**config.mk**
```make
export PLATFORM = sky130hd
export DESIGN_NAME = ex_mem_stage_flat
export DESIGN_NICKNAME = d
export VERILOG_FILES = /design/src/rtl/ex_mem_stage_if.sv /design/src/rtl/ex_mem_stage.sv /design/src/flat_wrapper.sv
export SDC_FILE = /design/constraint.sdc
export NUM_CORES = 1
export LEC_CHECK = 0
export BUFFER_PORTS_ARGS = -buffer_cell sky130_fd_sc_hd__buf_2
export CAP_MARGIN = 20
export CORE_AREA = 2 2 229 231
export CTS_CLUSTER_DIAMETER = 120
export DETAILED_ROUTE_END_ITERATION = 10
export DIE_AREA = 0 0 231 233
export GPL_ROUTABILITY_DRIVEN = 0
export PLACE_DENSITY_LB_ADDON = 0.25
export SYNTH_ARGS = -nofsm -noshare
export SYNTH_HDL_FRONTEND = slang
export SYNTH_SLANG_ARGS = --single-unit
```
**constraint.sdc**
```tcl
create_clock -name clk -period 7.4 [get_ports clk]
set_input_delay 0.74 -clock clk [delete_from_list [all_inputs] [get_ports clk]]
set_output_delay 0.74 -clock clk [all_outputs]
set_load 0.05 [all_outputs]
```
**src/rtl/ex_mem_stage_if.sv**
```systemverilog
// ex_mem_stage_if -- bundle between the ID/EX register, the MEM/WB forwarding
// source and the EX/MEM register of the execute stage.
//
// Handshake: the stage has no valid/ready pair. 'stall' is the only flow
// control. While stall=1 the upstream stages hold PC, IF/ID and ID/EX, so every
// ID/EX field stays stable. When stall=0 the instruction on the ID/EX fields is
// consumed at the next posedge.
//
// Signals:
//   ID/EX      : ALUOp, RegDst, RegWrite, ALUSrc, MemWrite, MemRead, MemToReg,
//                RsData, RtData, immediate (funct = immediate[5:0]),
//                RsAddr, RtAddr, RdAddr
//   MEM/WB     : wb_RegWrite, wb_WriteAddr, wb_WriteData (forwarding source)
//   EX/MEM     : ALUResult_out, WriteData_out, WriteAddr_out, RegWrite_out,
//                MemWrite_out, MemRead_out, MemToReg_out
//   flow/debug : stall (combinational), mulState (multiplier FSM state)
// Modports: master = upstream/environment side, slave = the execute stage.
interface ex_mem_stage_if;
    logic [1:0]  ALUOp;
    logic        RegDst, RegWrite, ALUSrc, MemWrite, MemRead, MemToReg;
    logic [31:0] RsData, RtData, immediate;
    logic [4:0]  RsAddr, RtAddr, RdAddr;
    logic        wb_RegWrite;
    logic [4:0]  wb_WriteAddr;
    logic [31:0] wb_WriteData;
    logic [31:0] ALUResult_out, WriteData_out;
    logic [4:0]  WriteAddr_out;
    logic        RegWrite_out, MemWrite_out, MemRead_out, MemToReg_out;
    logic        stall;
    logic [1:0]  mulState;

    modport master (
        output ALUOp, RegDst, RegWrite, ALUSrc, MemWrite, MemRead, MemToReg,
               RsData, RtData, immediate, RsAddr, RtAddr, RdAddr,
               wb_RegWrite, wb_WriteAddr, wb_WriteData,
        input  ALUResult_out, WriteData_out, WriteAddr_out, RegWrite_out,
               MemWrite_out, MemRead_out, MemToReg_out, stall, mulState
    );

    modport slave (
        input  ALUOp, RegDst, RegWrite, ALUSrc, MemWrite, MemRead, MemToReg,
               RsData, RtData, immediate, RsAddr, RtAddr, RdAddr,
               wb_RegWrite, wb_WriteAddr, wb_WriteData,
        output ALUResult_out, WriteData_out, WriteAddr_out, RegWrite_out,
               MemWrite_out, MemRead_out, MemToReg_out, stall, mulState
    );
endinterface

```
**src/rtl/ex_mem_stage.sv**
```systemverilog
// ex_mem_stage -- execute stage with operand forwarding, a single-cycle ALU,
// an iterative shift-add multiplier and the EX/MEM pipeline register.
//
// Ports:
//   clk   : clock, all state updates on posedge
//   rst_n : asynchronous active-low reset, clears outputs and the multiplier
//   bus   : ex_mem_stage_if.slave (ID/EX inputs, MEM/WB forward, EX/MEM outputs,
//           stall, mulState debug view)
module ex_mem_stage (
    input  logic           clk,
    input  logic           rst_n,
    ex_mem_stage_if.slave  bus
);
    typedef enum logic [1:0] {IDLE = 2'd0, BUSY = 2'd1, DONE = 2'd2} mulState_t;

    mulState_t   state;
    logic [4:0]  count;
    logic [31:0] mcand, mplier, product, mulRt;

    logic [5:0]  funct;
    logic        isMul;
    logic        exFwdA, exFwdB, wbFwdA, wbFwdB;
    logic [31:0] opA, fwdB, aluB, aluRes;
    logic [4:0]  destAddr;

    assign funct    = bus.immediate[5:0];
    assign isMul    = (bus.ALUOp == 2'b10) && (funct == 6'h18);
    assign destAddr = bus.RegDst ? bus.RdAddr : bus.RtAddr;

    // A load in EX/MEM has no data yet, so it is never an EX/MEM forward source.
    assign exFwdA = bus.RegWrite_out && (bus.WriteAddr_out != 5'd0) &&
                    (bus.WriteAddr_out == bus.RsAddr) && !bus.MemRead_out;
    assign exFwdB = bus.RegWrite_out && (bus.WriteAddr_out != 5'd0) &&
                    (bus.WriteAddr_out == bus.RtAddr) && !bus.MemRead_out;
    assign wbFwdA = bus.wb_RegWrite && (bus.wb_WriteAddr != 5'd0) &&
                    (bus.wb_WriteAddr == bus.RsAddr);
    assign wbFwdB = bus.wb_RegWrite && (bus.wb_WriteAddr != 5'd0) &&
                    (bus.wb_WriteAddr == bus.RtAddr);

    assign opA  = exFwdA ? bus.ALUResult_out : (wbFwdA ? bus.wb_WriteData : bus.RsData);
    assign fwdB = exFwdB ? bus.ALUResult_out : (wbFwdB ? bus.wb_WriteData : bus.RtData);
    assign aluB = bus.ALUSrc ? bus.immediate : fwdB;

    always_comb begin
        aluRes = 32'd0;
        case (bus.ALUOp)
            2'b00: aluRes = opA + aluB;
            2'b01: aluRes = opA - aluB;
            2'b11: aluRes = opA | aluB;
            default: begin
                case (funct)
                    6'h20: aluRes = opA + aluB;
                    6'h22: aluRes = opA - aluB;
                    6'h24: aluRes = opA & aluB;
                    6'h25: aluRes = opA | aluB;
                    6'h2A: aluRes = {31'd0, ($signed(opA) < $signed(aluB))};
                    default: aluRes = 32'd0;
                endcase
            end
        endcase
    end

    // Gated by rst_n so stall drops the instant reset is applied.
    assign bus.stall    = rst_n && (((state == IDLE) && isMul) || (state == BUSY));
    assign bus.mulState = state;

    always_ff @(posedge clk or negedge rst_n) begin
        if (!rst_n) begin
            state             <= IDLE;
            count             <= 5'd0;
            mcand             <= 32'd0;
            mplier            <= 32'd0;
            product           <= 32'd0;
            mulRt             <= 32'd0;
            bus.ALUResult_out <= 32'd0;
            bus.WriteData_out <= 32'd0;
            bus.WriteAddr_out <= 5'd0;
            bus.RegWrite_out  <= 1'b0;
            bus.MemWrite_out  <= 1'b0;
            bus.MemRead_out   <= 1'b0;
            bus.MemToReg_out  <= 1'b0;
        end else begin
            case (state)
                IDLE: begin
                    if (isMul) begin
                        // Latch forwarded operands now; forwarding sources change
                        // while the bubbles drain through EX/MEM.
                        mcand            <= opA;
                        mplier           <= aluB;
                        mulRt            <= fwdB;
                        product          <= 32'd0;
                        count            <= 5'd0;
                        state            <= BUSY;
                        bus.RegWrite_out <= 1'b0;
                        bus.MemWrite_out <= 1'b0;
                        bus.MemRead_out  <= 1'b0;
                    end else begin
                        bus.ALUResult_out <= aluRes;
                        bus.WriteData_out <= fwdB;
                        bus.WriteAddr_out <= destAddr;
                        bus.RegWrite_out  <= bus.RegWrite;
                        bus.MemWrite_out  <= bus.MemWrite;
                        bus.MemRead_out   <= bus.MemRead;
                        bus.MemToReg_out  <= bus.MemToReg;
                    end
                end
                BUSY: begin
                    if (mplier[0]) begin
                        product <= product + mcand;
                    end
                    mcand            <= mcand << 1;
                    mplier           <= mplier >> 1;
                    count            <= count + 5'd1;
                    bus.RegWrite_out <= 1'b0;
                    bus.MemWrite_out <= 1'b0;
                    bus.MemRead_out  <= 1'b0;
                    if (count == 5'd31) begin
                        state <= DONE;
                    end
                end
                DONE: begin
                    // ID/EX still holds the mul, so its controls are current.
                    bus.ALUResult_out <= product;
                    bus.WriteData_out <= mulRt;
                    bus.WriteAddr_out <= destAddr;
                    bus.RegWrite_out  <= bus.RegWrite;
                    bus.MemWrite_out  <= bus.MemWrite;
                    bus.MemRead_out   <= bus.MemRead;
                    bus.MemToReg_out  <= bus.MemToReg;
                    state             <= IDLE;
                end
                default: state <= IDLE;
            endcase
        end
    end
endmodule

```
**src/flat_wrapper.sv**
```systemverilog
// flat-port wrapper written by rule: the top's interface ports become plain ports
module ex_mem_stage_flat 
  (clk, rst_n, bus_ALUOp, bus_RegDst, bus_RegWrite, bus_ALUSrc, bus_MemWrite, bus_MemRead, bus_MemToReg, bus_RsData, bus_RtData, bus_immediate, bus_RsAddr, bus_RtAddr, bus_RdAddr, bus_wb_RegWrite, bus_wb_WriteAddr, bus_wb_WriteData, bus_ALUResult_out, bus_WriteData_out, bus_WriteAddr_out, bus_RegWrite_out, bus_MemWrite_out, bus_MemRead_out, bus_MemToReg_out, bus_stall, bus_mulState);
  ex_mem_stage_if bus_i ();
  input  logic clk;
  input  logic rst_n;
  input wire logic [$bits(bus_i.ALUOp)-1:0] bus_ALUOp;
  input wire logic [$bits(bus_i.RegDst)-1:0] bus_RegDst;
  input wire logic [$bits(bus_i.RegWrite)-1:0] bus_RegWrite;
  input wire logic [$bits(bus_i.ALUSrc)-1:0] bus_ALUSrc;
  input wire logic [$bits(bus_i.MemWrite)-1:0] bus_MemWrite;
  input wire logic [$bits(bus_i.MemRead)-1:0] bus_MemRead;
  input wire logic [$bits(bus_i.MemToReg)-1:0] bus_MemToReg;
  input wire logic [$bits(bus_i.RsData)-1:0] bus_RsData;
  input wire logic [$bits(bus_i.RtData)-1:0] bus_RtData;
  input wire logic [$bits(bus_i.immediate)-1:0] bus_immediate;
  input wire logic [$bits(bus_i.RsAddr)-1:0] bus_RsAddr;
  input wire logic [$bits(bus_i.RtAddr)-1:0] bus_RtAddr;
  input wire logic [$bits(bus_i.RdAddr)-1:0] bus_RdAddr;
  input wire logic [$bits(bus_i.wb_RegWrite)-1:0] bus_wb_RegWrite;
  input wire logic [$bits(bus_i.wb_WriteAddr)-1:0] bus_wb_WriteAddr;
  input wire logic [$bits(bus_i.wb_WriteData)-1:0] bus_wb_WriteData;
  output wire logic [$bits(bus_i.ALUResult_out)-1:0] bus_ALUResult_out;
  output wire logic [$bits(bus_i.WriteData_out)-1:0] bus_WriteData_out;
  output wire logic [$bits(bus_i.WriteAddr_out)-1:0] bus_WriteAddr_out;
  output wire logic [$bits(bus_i.RegWrite_out)-1:0] bus_RegWrite_out;
  output wire logic [$bits(bus_i.MemWrite_out)-1:0] bus_MemWrite_out;
  output wire logic [$bits(bus_i.MemRead_out)-1:0] bus_MemRead_out;
  output wire logic [$bits(bus_i.MemToReg_out)-1:0] bus_MemToReg_out;
  output wire logic [$bits(bus_i.stall)-1:0] bus_stall;
  output wire logic [$bits(bus_i.mulState)-1:0] bus_mulState;
  assign bus_i.ALUOp = bus_ALUOp;
  assign bus_i.RegDst = bus_RegDst;
  assign bus_i.RegWrite = bus_RegWrite;
  assign bus_i.ALUSrc = bus_ALUSrc;
  assign bus_i.MemWrite = bus_MemWrite;
  assign bus_i.MemRead = bus_MemRead;
  assign bus_i.MemToReg = bus_MemToReg;
  assign bus_i.RsData = bus_RsData;
  assign bus_i.RtData = bus_RtData;
  assign bus_i.immediate = bus_immediate;
  assign bus_i.RsAddr = bus_RsAddr;
  assign bus_i.RtAddr = bus_RtAddr;
  assign bus_i.RdAddr = bus_RdAddr;
  assign bus_i.wb_RegWrite = bus_wb_RegWrite;
  assign bus_i.wb_WriteAddr = bus_wb_WriteAddr;
  assign bus_i.wb_WriteData = bus_wb_WriteData;
  assign bus_ALUResult_out = bus_i.ALUResult_out;
  assign bus_WriteData_out = bus_i.WriteData_out;
  assign bus_WriteAddr_out = bus_i.WriteAddr_out;
  assign bus_RegWrite_out = bus_i.RegWrite_out;
  assign bus_MemWrite_out = bus_i.MemWrite_out;
  assign bus_MemRead_out = bus_i.MemRead_out;
  assign bus_MemToReg_out = bus_i.MemToReg_out;
  assign bus_stall = bus_i.stall;
  assign bus_mulState = bus_i.mulState;
  ex_mem_stage u_core (.clk(clk), .rst_n(rst_n), .bus(bus_i));
endmodule
```
==> impl_metrics.tcl, run 1 <==
set metrics [dict create \
    antenna_found_initial 3 \
    critical_path_class "in -> reg" \
    ys_types 84 \
    hold_viol 0 \
    clkTransAtPathRegs_ns 0.06 \
    drive_gt1_share_pct 18.17 \
    place_hpwl_um 46910 \
    post-cts-setup-buffers 0 \
    cp-start-kind "input port" \
    drt_iter0_drc 1521 \
    num_vias 16710 \
    timing.final.crit_share_pct 79.68 \
    p_int_uw 2694 \
    area_delta_synth_final_pct 14.95 \
    seqCellArea_mm2 0.005205 \
    tightest_slew_ns 1.111 \
    avgViaCountPerCell 5.624 \
    start_util_pct 34.74 \
    slew_headroom_pct 25.65 \
    synth_edf_count 0 \
    hold_path.class "in -> async" \
    rsz0062_at_grt "false" \
    drc 0 \
    syn-cell-area_mm2 0.01775 \
    p_seq_share_pct 33.8 \
    wl_um 64640 \
    synth_top_area_share_pct 29.32 \
    syn_inst 2111 \
    ant_nets 0 \
    yosys.area.top_type "dfrtp_1" \
    clk_latency_ns 0.55 \
    status "finished, final reports clean" \
    tritoncts "yes" \
    fin_tns_setup_ns 0 \
    p_leak_uw 0.009852 \
    post-route-min-period_ns 5.896 \
    end_kind "flop" \
    grt_overflow 0 \
    fp.dieW_um 231 \
    power.share.clock_pct 27.3 \
    synthTopCellsByCount "nand2_1, o21ai_0, dfrtp_1" \
    port_buffers 234 \
    cts_buffers 25 \
    fmax_mhz 169.6 \
    yosysMostFrequentCell "nand2_1" \
    multi_input_area_mm2 0.01168 \
    ios 235 \
    p_switching_uw 1918 \
    switching_share_pct 41.59 \
    n_fill_cell 5202 \
    power.density_mw_per_mm2 226.0 \
    avgSynthCellArea_um2 8.408 \
    maxCapViolCount 0 \
    async_flop_share_pct 100.0 \
    finalSetupViolCount 0 \
    crit_required_ns 7.88 \
    clock_sinks 208 \
    hold_buffers 0 \
    wire_per_inst_um 21.76 \
    synth_area_leaders "dfrtp_1, ha_1, mux2i_1" \
    ys_ff_latch 208 \
    place_inst 2924 \
    num_rows 83 \
    nets 2581 \
    core_area_mm2 0.05109 \
    yosysSeqAreaShare_pct 29.32 \
    syn_nets 2420 \
    fin_skew_ns 0.01034 \
    clockBufferDepth 3 \
    clock-root-buffer "clkbuf_16" \
    drt_first_pass_iters 6 \
    ctsResizeCount 0 \
    synth_ff_type "dfrtp_1" \
    grtUsageTotal_pct 23.36 \
    stdcell_count 2971 \
    worstPathArrival_ns 6.37 \
    power_frac_comb_pct 38.8 \
    drv_slew 0 \
    chipHeight_um 233 \
    cts_max_level 1 \
    crit_fanout 10 \
    grt_pass1_vias 16290 \
    worst_ir_drop_vdd_mv 0.1021 \
    grt_pass1_wl_um 97430 \
    grt_max_degree 82 \
    dieArea_mm2 0.05382 \
    ys_warn_count 0 \
]
==> metrics by stage <==
stage	util, %	total power (uW)	setup slack, ns	instance area (um2)	hold slack [ns]
after floorplan	-	2797	2.071	17750	0.4444
after global placement	38.31	3312	1.298	19580	0.4571
after detailed placement	38.31	3348	1.104	19580	0.4666
after CTS	39.92	4621	1.669	20400	0.08886
after global routing	39.93	4866	1.230	20400	0.09292
final	39.93	4611	1.504	20400	0.07553
==> sequential cells by signal, indices dropped and copies added, names as in the netlist <==
| name | flops |
|---|---|
| u_core.bus.WriteData_out | 32 |
| u_core.bus.MemRead_out | 1 |
| u_core.bus.MemWrite_out | 1 |
| u_core.count | 5 |
| u_core.mcand | 32 |
| u_core.bus.ALUResult_out | 32 |
| u_core.bus.MemToReg_out | 1 |
| u_core.bus.mulState | 2 |
| u_core.bus.RegWrite_out | 1 |
| u_core.mulRt | 32 |
| u_core.bus.WriteAddr_out | 5 |
| u_core.product | 32 |
| u_core.mplier | 32 |
==> layout by cell type, fill, tap and decap left out, types with 6 or more instances in the layout <==
cell and count:
o21ai_0 241, nand2_1 244, nor2_1 130, mux2_2 66
nand4_1 9, buf_2 234, a32o_1 7, o221ai_1 11
o211ai_1 9, o22ai_1 19, nand3_1 16, clkbuf_16 25
a211oi_1 23, and3_1 6, inv_1 106, a21oi_1 176
ha_1 147, a21o_1 29, xor2_1 30, o21a_1 6
or3_1 13, mux2i_1 179, nor3_1 24, xnor2_1 72
nand2b_1 18, o31ai_1 10, clkbuf_8 6, dfrtp_1 208
nor2b_1 15, o21bai_1 18, buf_4 32, a22o_1 29
a31oi_1 12
==> power groups by stage <==
stage	Combinational, uW	Sequential, uW	Clock [uW]
2_1_floorplan	1030	1770	0
3_3_place_gp	1740	1570	0
3_5_place_dp	1770	1580	0
4_1_cts	1780	1560	1290
5_1_grt	1950	1580	1330
6_report	1790	1560	1260
==> worst paths after layout <==
check	startpoint	end	slack, ns	depth (start not counted)
worst max-delay path	bus_wb_WriteAddr[2]	u_core.bus.ALUResult_out[28]	1.50	21
worst min-delay path	rst_n	u_core.count[0]	0.08	1
worst max register to register	u_core.bus.WriteAddr_out[0]	u_core.bus.ALUResult_out[28]	1.53	19
worst min register to register	u_core.bus.WriteData_out[16]	u_core.bus.WriteData_out[16]	0.47	2
max in group asynchronous	rst_n	u_core.bus.ALUResult_out[20]	5.47	3
min in group clk	bus_MemToReg	u_core.bus.MemToReg_out	0.40	3
==> routing by layer <==
metal	GRT usage, %	vias to the layer above	wire length (um)
met5	0	-	25
met4	7.339	4	1825
met3	3.750	107	5379
met2	36.42	713	28000
met1	32.93	8061	29400
li1	-	7824	-
==> logic make-up (layout without fill, tap and decap cells) <==
group	count (synthesis)	after routing	share of synthesized area [%]
AO/OA/AOI/OAI	660	660	22.99
XOR/XNOR	102	102	5.033
adder cells (fa/ha/maj)	150	150	10.70
buffers and inverters	243	422	5.266
flip-flops	208	208	29.32
multiplexers	246	246	14.41
other	0	1	0
AND/OR/NAND/NOR	502	502	12.28
==> critical path, stage by stage <==
cell	delay, ns
buf_2	0.12
or4_1	0.51
o21ai_0	0.36
nor4_2	0.16
buf_4	0.26
mux2i_1	0.18
o21ai_0	0.48
mux2_2	0.32
inv_1	0.07
ha_1	0.44
nor2_1	0.12
o311a_1	0.36
a2bb2oi_2	0.22
a221oi_2	0.51
o21ai_2	0.20
a31oi_4	0.32
o31ai_1	0.19
o31ai_1	0.30
a221oi_1	0.15
a31o_1	0.23
a21oi_1	0.13
==> cell type report <==
class | count | area share (%)
Inverter | 110 | 2.030
Sequential cell | 208 | 25.51
Clock inverter | 11 | 0.4967
Timing Repair Buffer | 267 | 6.991
Multi-Input combinational cell | 1660 | 57.26
Clock buffer | 34 | 3.526
Tap cell | 680 | 4.170
Antenna cell | 1 | 0.01226
Power figures use the tool's default switching activity.
==> run 2: changes to the inputs <==
clock period = 5.7 ns   (was 7.4 ns; I/O delays follow)
==> run 2 against run 1 <==
Final area rose by 2.4%. Sequential share of layout area fell by 0.61 points. Worst setup slack got worse by 1.2 ns. Power rose by 32%. Global-route usage fell by 0.12 points. Critical path depth fell by 2.
==> impl_metrics.tcl, run 2 (synthesized netlist as in run 1, its figures left out) <==
set metrics [dict create \
    start_util_pct 34.74 \
    grtUsageMet1_pct 32.52 \
    use_met2_pct 36.09 \
    n_fill_cell 5139 \
    worstPathArrival_ns 5.81 \
    chipHeight_um 233 \
    dieArea_mm2 0.05382 \
    clock_sinks 208 \
    cts_max_level 1 \
    grt_pass1_wl_um 97620 \
    tritoncts "yes" \
    path_cells "or4_1 -> o21ai_1 -> nor4_2 -> buf_12 -> o21ai_0 -> mux2_2 -> inv_1 -> ha_1 -> and4_1 -> nand4_1 -> nand2_1 -> o221a_2 -> nor2_1 -> o21ai_1 -> nor2b_1 -> mux2_2 -> a222oi_1 -> o211ai_1 -> o21a_1" \
    final_cell_area_mm2 0.02090 \
    place_hpwl_um 47240 \
    drt_first_pass_iters 6 \
    wl_um 63810 \
    clk_latency_ns 0.57 \
    layout.cells.most_common "nand2_1" \
    critical_path_class "reg -> reg" \
    ctsResizeCount 0 \
    clkTransAtPathRegs_ns 0.06 \
    p_leak_uw 0.01015 \
    fin_skew_ns 0.01966 \
    ant_nets 0 \
    worst_ir_drop_vdd_mv 0.2003 \
    hold_path.class "in -> reg" \
    seqCellArea_mm2 0.005205 \
    placed_cell_area_mm2 0.02001 \
    timing.final.crit_share_pct 94.12 \
    cp_slowest_cell "or4_1" \
    busiest_layer "met2" \
    num_rows 83 \
    drive_gt1_share_pct 19.79 \
    grt_pass1_vias 16490 \
    fp.dieW_um 231 \
    grtUsageTotal_pct 23.24 \
    hold_viol 0 \
    nets 2631 \
    fin_tns_setup_ns 0 \
    grt_max_degree 84 \
    core_area_mm2 0.05109 \
    antenna_found_initial 9 \
    slew_headroom_pct 23.67 \
    finalSetupViolCount 0 \
    tightest_slew_ns 1.141 \
    avgViaCountPerCell 5.544 \
    crit_required_ns 6.15 \
    clockBufferDepth 3 \
    drc 0 \
    power_uw 6110 \
    multi_input_area_mm2 0.01168 \
    use_met3_pct 4.657 \
    num_vias 16760 \
    wire_per_inst_um 21.11 \
    max_stage_delay_ns 0.53 \
    status "finished, final reports clean" \
    power.density_mw_per_mm2 292.3 \
    final_cell_mix "nand2_1, o21ai_0, buf_2" \
    post-route-min-period_ns 5.365 \
    crit_fanout 43 \
    maxCapViolCount 0 \
    rsz0062_at_grt "false" \
    grt_overflow 0 \
    port_buffers 234 \
    cts_buffers 26 \
    area_delta_synth_final_pct 17.76 \
    end_kind "flop" \
    ios 235 \
    drv_slew 0 \
    cp-start-kind "flop" \
    fmax_mhz 186.4 \
    drt_iter0_drc 1686 \
    clock-root-buffer "clkbuf_16" \
]
==> run 2: cell count changes in the layout (fill, tap and decap cells not counted), sizes merged <==
cell         previous run  this run
buf                   267       315
bufinv                  1         2
clkbuf                 34        38
clkinvlp                4         0
diode                   1         4
dlygate4sd3             0         1
inv                   109       108
==> run 2: critical path: cells and delay by family, from the launching register on <==
kind                     cells  cell delay [ns]
buffers and inverters        2             0.27
adder cells (fa/ha/maj)      1             0.41
AND/OR/NAND/NOR              7             1.40
flip-flops                   1             0.44
multiplexers                 2             0.68
AO/OA/AOI/OAI                7             2.05
==> run 2: worst paths after layout <==
check / depth (start not counted) / to / startpoint / slack [ns]
min: 3 / u_core.bus.MemToReg_out / bus_MemToReg / 0.20
min in group asynchronous: 2 / u_core.product[0] / rst_n / 0.45
min reg2reg: 2 / u_core.bus.WriteData_out[16] / u_core.bus.WriteData_out[16] / 0.47
max in group asynchronous: 4 / u_core.mulRt[22] / rst_n / 3.46
max reg2reg: 19 / u_core.bus.ALUResult_out[18] / u_core.bus.WriteAddr_out[0] / 0.34
max: 19 / u_core.bus.ALUResult_out[18] / u_core.bus.WriteAddr_out[0] / 0.34
==> run 2: what timing repair did <==
action,CTS,global route
hold buffers,1,0
buffers inserted,0,0
endpoints found under the hold margin,27,0
==> run 2: through the flow <==
stage	utilization (%)	setup slack, ns	cells	hold slack [ns]
final	40.91	0.3352	3023	0.2046
after global routing	40.91	0.1206	3023	0.2044
after CTS	40.89	0.4864	3019	0.1816
after detailed placement	39.15	0.08425	2973	0.4470
after global placement	39.15	0.04897	2973	0.4463
after floorplan	-	0.4177	2111	0.2744
==> run 2: final cells by class <==
| type | count | area share [%] |
|---|---|---|
| clock inverter | 7 | 0.4250 |
| sequential | 208 | 24.90 |
| antenna | 4 | 0.04789 |
| clock buffer | 38 | 3.765 |
| tap | 680 | 4.071 |
| multi-input combinational | 1660 | 55.90 |
| inverter | 110 | 1.981 |
| timing repair buffer | 316 | 8.908 |
==> run 2: power breakdown <==
part / total (uW) / leakage (uW) / internal [uW] / switching (uW)
logic: 2360 / 0.00702 / 844 / 1520
clock network: 1730 / 0.000436 / 1040 / 691
registers: 2020 / 0.00269 / 1760 / 258
==> run 2: layer usage <==
| layer | share of wire (%) | up-vias |
|---|---|---|
| li1 | - | 7923 |
| met1 | 46 | 8102 |
| met2 | 43 | 622 |
| met3 | 8.4 | 104 |
| met4 | 2.5 | 10 |
| met5 | 0.074 | - |
